### src/rtl/div_pkg.sv
// rtl/div_pkg.sv - shared widths and types for the sequential divider
package div_pkg;

  localparam int DIV_W = 32;

  typedef logic [2*DIV_W-1:0] rem_t;

endpackage

### src/rtl/divider_remainder_reg.sv
// rtl/divider_remainder_reg.sv - combined remainder/quotient register of the shift-subtract divider
module divider_remainder_reg
  import div_pkg::*;
#(
  parameter int WIDTH = DIV_W
) (
  input  logic               clk,
  input  logic               rst,
  input  logic [2*WIDTH-1:0] Remainder_input,
  input  logic               wrctrl,
  input  logic               ozctrl,
  input  logic               ready,
  input  logic               ready_wait,
  output logic [WIDTH-1:0]   Remainder_output,
  output logic [WIDTH-1:0]   Quotient_output
);

  // Upper half is the running remainder, lower half collects quotient bits.
  logic [2*WIDTH-1:0] rem_q, rem_d;
  // Set once the final right shift of the remainder half has been applied,
  // so a ready_wait held for several cycles shifts only once per load.
  logic               rshift_done_q, rshift_done_d;

  // Next-state selection: load > one-shot right shift > hold > left shift.
  always_comb begin
    rem_d         = rem_q;
    rshift_done_d = rshift_done_q;
    if (wrctrl) begin
      rem_d         = Remainder_input;
      rshift_done_d = 1'b0;
    end else if (ready_wait && !rshift_done_q) begin
      rem_d[2*WIDTH-1:WIDTH] = {1'b0, rem_q[2*WIDTH-1:WIDTH+1]};
      rshift_done_d          = 1'b1;
    end else if (!ready && !ready_wait) begin
      // Default iteration step: shift left, quotient bit enters at the LSB.
      rem_d = {rem_q[2*WIDTH-2:0], ozctrl};
    end
  end

  // State register with asynchronous clear.
  always_ff @(posedge clk or posedge rst) begin
    if (rst) begin
      rem_q         <= '0;
      rshift_done_q <= 1'b0;
    end else begin
      rem_q         <= rem_d;
      rshift_done_q <= rshift_done_d;
    end
  end

  // Results are visible only while ready is high; zero otherwise.
  assign Remainder_output = rem_q[2*WIDTH-1:WIDTH] & {WIDTH{ready}};
  assign Quotient_output  = rem_q[WIDTH-1:0]       & {WIDTH{ready}};

endmodule

### config.mk
export PLATFORM = sky130hd
export DESIGN_NAME = divider_remainder_reg
export DESIGN_NICKNAME = d
export VERILOG_FILES = /design/src/rtl/div_pkg.sv /design/src/rtl/divider_remainder_reg.sv
export SDC_FILE = /design/constraint.sdc
export NUM_CORES = 1
export LEC_CHECK = 0
export ABC_AREA = 0
export CORE_UTILIZATION = 45
export DETAILED_ROUTE_END_ITERATION = 8
export PLACE_DENSITY = 0.81
export SYNTH_ARGS = -nofsm -noshare
export SYNTH_HDL_FRONTEND = slang
export SYNTH_SLANG_ARGS = --single-unit
### constraint.sdc
create_clock -name clk -period 2.35 [get_ports clk]
set_input_delay 0.3525 -clock clk [delete_from_list [all_inputs] [get_ports clk]]
set_output_delay 0.3525 -clock clk [all_outputs]
set_load 0.01 [all_outputs]
==> metrics.txt, run 1 <==
Post-CTS Setup Inserts 0; largest area contributor in the netlist dfrtp_1; final hold vios 0; Power Dens Cells 600 nW/um2; post-synthesis register bit count 65; Port Buffer Count 133; Fin Setup TNS 0 ns; CTS tree built; Final ANT Viol Nets 0; post-layout min period 2.10 ns; clock latency on the worst-skew pair 0.33 ns; synth top area cells dfrtp_1 (44%), and2_1 (11%), mux2i_1 (9.3%); max cap viols 0; vias 3141; CP Capture Point rem_q[49]; Bufs and invs on worst path 1; number of global-route vias before repair 3073; Final nets 552; syn avg cell area 10.1 um2; Total GRT Usage 0.221; Arr. time, crit path 2.37 ns; area grow syn2layout 43.6%; Ports 134; Max Buffers Root-to-Sink 2; post-synthesis sequential area ratio 0.442; Die Ht 92.4 um; drt first pass iters 4; Total Wirelength 9220 um; cell family with most CP delay simple AND/OR/NAND/NOR gates; Critical Path Start ready_wait; pin count of the biggest net entering global routing 66; Slew Viols, Final 0; Leak 2.18 nW; Worst Hold Margin 0.266 ns; CP Capture Type flip-flop; # resized after CTS 0; Final setup violation count 0; worst reg2reg path depth 3; Cell Chain, Critical Path clkdlybuf4s50_1 > mux2i_1 > nor2_2 > a221o_1; commonest non-fill, non-tap cell in the layout clkdlybuf4s50_1; r2r startpoint rshift_done_q; worst reg-to-reg setup slack 0.48 ns; Crit path required time 2.62 ns; Core Box Area 7810 um2; fraction of layout cells with a size suffix above 1 0.0657; Root Driver clkbuf_8; first-pass GRT wire length 15000 um; Die ar. 8530 um2; TritonCTS Buffers 9; RSZ-0062 raised after global routing false; Post-Syn Area 3680 um2; Initial DRC Count 213; Worst-path clk slew 0.08 ns; total grt overflow 0; r2r endpoint rem_q[49]; DR WL/cell 15.7 um; largest vdd supply drop 0.297 mV; count of standard-cell rows 32; status completed; Slew HR 0.171; net count of the mapped netlist 433; most frequent cells in the layout clkdlybuf4s50_1 (131), dfrtp_1 (65), and2_1 (64); Post-DP HPWL 6290 um; Die W 92.4 um; synth unique cells 20; Hold Crit Class in2reg; via-per-instance ratio 5.33; diodes inserted 0; Final Wtd Congestion 0.796; worst-path maximum fanout 31; crit-path max cell delay 0.94 ns; CTS Hold Bufs 0; Initial Util 0.471; H-tree depth 3; period utilization 0.896; CP max-delay cell nor2_2; kind of critical path in2reg; # DRC 0; CTS Sinks 65; Startpoint Class input pin; highest clock rate 475 MHz; Critical Path Stages 4; yosys warns 0; Least-Margin Pin Slew 1.24 ns; post-synth top area share 0.442; Post-Syn Instances 363; clk_skew 0.00720 ns; initial antenna violation count 0
final cells by class:
| class | count | area, um2 |
|---|---|---|
| Clock inverter | 7 | 95.1 |
| Tap cell | 102 | 128 |
| Inverter | 1 | 3.75 |
| Fill cell | 631 | 2530 |
| Sequential cell | 65 | 1630 |
| Timing Repair Buffer | 142 | 1440 |
| Multi-Input combinational cell | 263 | 1860 |
| Clock buffer | 9 | 124 |
worst min path at each step:
stage,start,end,cells past startpoint,slack (ns)
final,wrctrl,rshift_done_q,2,0.27
after global routing,wrctrl,rshift_done_q,2,0.27
after CTS,wrctrl,rshift_done_q,2,0.25
after detailed placement,rem_q[32],rem_q[32],1,0.53
after global placement,rem_q[32],rem_q[32],1,0.51
after floorplan,Remainder_input[10],rem_q[10],2,0.47
through the flow:
step | power [mW] | cell area [um2] | utilization | std cells | setup WS, ns
after floorplan | 1.76 | 3680 | - | 363 | 0.371
after global placement | 2.12 | 5060 | 0.648 | 573 | 0.0162
after detailed placement | 2.14 | 5060 | 0.648 | 573 | -0.0837
after CTS | 3.18 | 5280 | 0.676 | 589 | 0.267
after global routing | 3.32 | 5280 | 0.676 | 589 | 0.0967
final | 3.17 | 5280 | 0.676 | 589 | 0.245
synthesized netlist by cell type:
library cell,number
dfrtp_1,65
and2_1,64
mux2i_1,34
nand2_1,32
a221o_1,31
a22o_1,31
nor2b_1,31
o21ai_1,25
clkbuf_1,14
buf_2,11
o21ai_0,8
buf_4,5
buf_6,4
nor2_1,2
inv_1,1
mux2_2,1
nand3_1,1
nor2_2,1
nor2_4,1
nor3b_2,1
state kept, by name (all words and copies together) (netlist names):
register,count
rem_q,64
rshift_done_q,1
per-layer routing:
layer  wire, um  vias to the layer above  GRT usage
met5          0                        -          0
met4         38                        0     0.0547
met3        561                        4     0.0468
met2       4280                      112      0.351
met1       4350                     1494      0.309
li1           -                     1531          -
kinds of logic (layout without fill, tap and decap cells):
kind of cell | count (synthesis) | in the layout | synth area share
muxes | 35 | 35 | 0.0956
DFF | 65 | 65 | 0.442
AOI/OAI and AO/OA | 95 | 95 | 0.203
buffers and inverters | 35 | 159 | 0.0528
and+or+nand+nor | 133 | 133 | 0.206
where the power goes:
part / total, mW / switching (mW) / internal [mW]
combinational: 0.761 / 0.303 / 0.458
clock: 1.05 / 0.452 / 0.597
sequential: 1.36 / 0.118 / 1.24
total: 3.17 / 0.873 / 2.30
Power figures use the tool's default switching activity.
==> run 2, diff against run 1 <==
Settings changed: CTS_CLUSTER_SIZE set to 24, SETUP_SLACK_MARGIN set to 0.2.
==> metrics.txt, run 2 (synthesis results as in run 1) <==
r2r startpoint rshift_done_q; Critical Path Stages 3 (-1); final hold vios 0 (unchanged); TritonCTS Buffers 9 (unchanged); Bufs and invs on worst path 1 (unchanged); first-pass GRT wire length 15000 um (unchanged); commonest non-fill, non-tap cell in the layout clkdlybuf4s50_1; Total GRT Usage 0.221 (unchanged); r2r endpoint rem_q[49]; CTS tree built; Final ANT Viol Nets 0 (unchanged); Core Box Area 7810 um2 (unchanged); Root Driver clkbuf_8; Die ar. 8530 um2 (unchanged); Max Buffers Root-to-Sink 2 (unchanged); Startpoint Class input pin; Final Util 0.677 (about the same); worst-path maximum fanout 31 (unchanged); pin count of the biggest net entering global routing 66 (unchanged); Slew Viols, Final 0 (unchanged); setup slack after layout 0.296 ns (+0.0514 ns); initial antenna violation count 0 (unchanged); Final setup violation count 0 (unchanged); Slew HR 0.184 (+0.0122); hold_sp wrctrl; post-layout min period 2.05 ns (-0.0514 ns); CP Capture Type flip-flop; Power Dens Cells 600 nW/um2 (about the same); DR WL/cell 15.7 um (about the same); Least-Margin Pin Slew 1.22 ns (-0.0183 ns); Die W 92.4 um (unchanged); Cell Chain, Critical Path clkdlybuf4s50_1 > nor3b_4 > a221o_1; Initial Util 0.471 (unchanged); crit-path max cell delay 1.04 ns (+0.10 ns); fraction of layout cells with a size suffix above 1 0.0657 (unchanged); max cap viols 0 (unchanged); status completed; via-per-instance ratio 5.35 (+0.35%); CTS Sinks 65 (unchanged); RSZ-0062 raised after global routing false; Worst Hold Margin 0.274 ns (+0.00842 ns); hold path depth 2 (unchanged); cell family with most CP delay simple AND/OR/NAND/NOR gates; top flop regs rem_q: 64 flops, rshift_done_q: 1 flops; Total Wirelength 9230 um (about the same); Worst-path clk slew 0.08 ns (about the same); pre-CTS setup slack -0.0837 ns (unchanged); clock latency on the worst-skew pair 0.33 ns (about the same); highest clock rate 487 MHz (+2.5%); Leak 2.18 nW (about the same); Hold Crit Class in2reg; worst reg2reg path depth 2 (-1); period utilization 0.874 (-0.0219); largest vdd supply drop 0.295 mV (-0.85%); Top reg by flops rem_q; Arr. time, crit path 2.32 ns (-0.05 ns); CP max-delay cell nor3b_4; count of standard-cell rows 32 (unchanged); flip-flop count of the largest register after layout 64 (unchanged); area grow syn2layout 43.8% (about the same); # DRC 0 (unchanged); kind of critical path in2reg; Die Ht 92.4 um (unchanged); Hold Path Sink rshift_done_q; H-tree depth 3 (unchanged); Final nets 552 (unchanged); Crit path required time 2.62 ns (about the same); Fin Setup TNS 0 ns (unchanged); Port Buffer Count 133 (unchanged); clk_skew 0.00662 ns (-0.000580 ns); Final Wtd Congestion 0.796 (unchanged); total grt overflow 0 (unchanged); drt first pass iters 4 (unchanged); number of global-route vias before repair 3073 (unchanged); Post-DP HPWL 6290 um (unchanged); worst reg-to-reg setup slack 0.54 ns (+0.06 ns); diodes inserted 0 (unchanged); Initial DRC Count 210 (-1.4%); most frequent cells in the layout clkdlybuf4s50_1 (131), dfrtp_1 (65), and2_1 (64); Ports 134 (unchanged); vias 3152 (+0.35%); Power, Total 3.17 mW (about the same)
[run 2: cell counts in the layout (fill, tap and decap cells not counted)]
Identical to the previous run, type by type.
[run 2: where the power goes]
| part | leakage (nW) | internal, mW | total [mW] | switching (mW) |
|---|---|---|---|---|
| combinational | 1.28 | 0.458 | 0.762 | 0.304 |
| sequential | 0.794 | 1.24 | 1.36 | 0.118 |
| clock | 0.109 | 0.597 | 1.05 | 0.452 |
[run 2: per-layer routing]
layer,track usage,routed length [um],vias to the layer above
met2,0.351,4240,121
li1,-,-,1533
met4,0.0547,46,0
met1,0.309,4330,1493
met3,0.0468,615,5
met5,0,0,-
[run 2: layout make-up]
| type | instances | area [um2] |
|---|---|---|
| Fill cell | 631 | 2520 |
| Multi-Input combinational cell | 263 | 1870 |
| Sequential cell | 65 | 1630 |
| Timing Repair Buffer | 142 | 1440 |
| Tap cell | 102 | 128 |
| Clock buffer | 9 | 124 |
| Clock inverter | 7 | 95.1 |
| Inverter | 1 | 3.75 |
[run 2: worst register-to-register path, delay by kind of cell (launching register included)]
| family | cells | cell delay [ns] |
|---|---|---|
| AND/OR/NAND/NOR | 1 | 1.01 |
| flip-flops | 1 | 0.43 |
| AO/OA/AOI/OAI | 1 | 0.31 |
[run 2: timing repair]
action                                  in CTS  in global routing
endpoints found under the setup margin       0                 31
hold buffers                                 0                  0
gates resized for setup                      0                  1
buffers inserted                             0                  0
[run 2: how the worst max path moves through the flow]
stage	startpoint	endpoint
global route	ready_wait	rem_q[36]
finish	ready_wait	rem_q[49]
global placement	ready_wait	rem_q[49]
CTS	ready_wait	rem_q[37]
detailed placement	ready_wait	rem_q[49]
floorplan	rst	rem_q[0]
[run 2: stage by stage]
step	std cells	instance area [um2]
after floorplan	363	3680
after global placement	573	5060
after detailed placement	573	5060
after CTS	589	5280
after global routing	589	5290
final	589	5290
==> run 3, diff against run 2 <==
Settings changed: PLACE_DENSITY 0.81 to 0.9.
==> metrics.txt, run 3 (synthesis results as in run 1) <==
status completed; Post-DP HPWL 6450 um (+2.4%); drt first pass iters 4 (unchanged); top flop regs rem_q: 64 flops, rshift_done_q: 1 flops; Ports 134 (unchanged); Final setup violation count 0 (unchanged); clock latency on the worst-skew pair 0.33 ns (about the same); Leak 2.17 nW (-0.37%); r2r endpoint rem_q[39]; worst-path maximum fanout 31 (unchanged); Finished Layout Cells 588 (-0.17%); placed cell area 5070 um2 (+0.15%); Die W 92.4 um (unchanged); period utilization 0.853 (-0.0204); setup slack after layout 0.344 ns (+0.0479 ns); worst reg-to-reg setup slack 0.45 ns (-0.09 ns); post-route cell area 5250 um2 (-0.64%); Slew Viols, Final 0 (unchanged); CTS tree built; Crit path required time 2.62 ns (about the same); post-placement cell count 574 (+0.17%); DR WL/cell 15.8 um (+1.0%); Top reg by flops rem_q; fraction of layout cells with a size suffix above 1 0.0638 (-0.00192); clk_skew 0.00865 ns (+0.00202 ns); # DRC 0 (unchanged); post-layout min period 2.01 ns (-0.0479 ns); number of global-route vias before repair 3116 (+1.4%); Worst Hold Margin 0.292 ns (+0.0180 ns); CTS Hold Bufs 0 (unchanged); most frequent cells in the layout clkdlybuf4s50_1 (131), dfrtp_1 (65), and2_1 (64); largest vdd supply drop 0.276 mV (-6.4%); H-tree depth 3 (unchanged); initial antenna violation count 0 (unchanged); Worst-path clk slew 0.07 ns (about the same); pre-CTS setup slack 0.0337 ns (+0.117 ns); diodes inserted 0 (unchanged); commonest non-fill, non-tap cell in the layout clkdlybuf4s50_1; highest clock rate 499 MHz (+2.4%); Hold Crit Class in2reg; Post-CTS Setup Inserts 0 (unchanged); Initial DRC Count 180 (-14%); final hold vios 0 (unchanged); kind of critical path in2reg; first-pass GRT wire length 15400 um (+2.5%); Arr. time, crit path 2.27 ns (-0.05 ns); pin count of the biggest net entering global routing 67 (+1.5%); count of standard-cell rows 32 (unchanged); Final nets 553 (+0.18%); total grt overflow 0 (unchanged); Initial Util 0.471 (unchanged); multi-input combinational cell area 1860 um2 (-0.27%); area grow syn2layout 42.9%; Critical Path Start ready_wait; CP Capture Point rem_q[39]; Root Driver clkbuf_8; Fin Setup TNS 0 ns (unchanged); Port Buffer Count 133 (unchanged); CP Capture Type flip-flop; Final ANT Viol Nets 0 (unchanged); Power Dens Cells 576 nW/um2 (-3.9%); Die Ht 92.4 um (unchanged); Storage cell area 1630 um2 (unchanged); Die ar. 8530 um2 (unchanged); flip-flop count of the largest register after layout 64 (unchanged); Total Wirelength 9310 um (+0.84%); Final Wtd Congestion 0.767 (-3.6%); Power, Total 3.03 mW (-4.5%); Final Util 0.673 (-0.00433); # resized after CTS 0 (unchanged); worst reg2reg path depth 3 (+1); Slew HR 0.168 (-0.0161); Max Buffers Root-to-Sink 2 (unchanged); via-per-instance ratio 5.42 (+1.3%); CTS Sinks 65 (unchanged); TritonCTS Buffers 9 (unchanged); vias 3188 (+1.1%); Core Box Area 7810 um2 (unchanged); Total GRT Usage 0.229 (+0.00746); Least-Margin Pin Slew 1.25 ns (+0.0241 ns); max cap viols 0 (unchanged); r2r startpoint rshift_done_q; Startpoint Class input pin; fillers 613 (-2.9%); RSZ-0062 raised after global routing false
-- run 3: cell types whose count changed in the layout (fill, tap and decap cells not counted), sizes merged --
cell      delta
clkinv       -1
buf          +1
clkbuf       +1
clkinvlp     -1
bufinv       -1
-- run 3: worst min-delay path by stage --
| stage | startpoint | cells after the start | to | slack, ns |
|---|---|---|---|---|
| after CTS | wrctrl | 2 | rshift_done_q | 0.27 |
| final | wrctrl | 2 | rshift_done_q | 0.29 |
| after detailed placement | rem_q[32] | 1 | rem_q[32] | 0.51 |
| after global routing | wrctrl | 2 | rshift_done_q | 0.29 |
| after global placement | rem_q[32] | 1 | rem_q[32] | 0.51 |
| after floorplan | Remainder_input[10] | 2 | rem_q[10] | 0.47 |
-- run 3: final cells by class --
| cell class | count | area share |
|---|---|---|
| clock buffers | 10 | 0.0262 |
| inverters | 1 | 0.000715 |
| clock inverters | 4 | 0.00858 |
| repair buffers | 143 | 0.276 |
| well taps | 102 | 0.0243 |
| flip-flops and latches | 65 | 0.310 |
| multi-input cells | 263 | 0.355 |
-- run 3: power by group --
group          switching, mW  internal (mW)  leakage (nW)
sequential             0.118           1.24         0.794
combinational          0.304          0.459          1.28
clock                  0.403          0.501        0.0978
total                  0.825           2.20          2.17
-- run 3: layer usage --
layer | GRT usage | share of wire | vias to the layer above
met5 | 0 | 0 | -
met1 | 0.301 | 0.44 | 1545
li1 | - | - | 1534
met2 | 0.365 | 0.49 | 101
met3 | 0.0608 | 0.069 | 8
met4 | 0.0781 | 0.0098 | 0
-- run 3: critical path, cell delays in order --
cell,delay [ns]
clkdlybuf4s50_1,0.53
mux2i_1,0.11
nor2_2,0.96
a221o_1,0.31
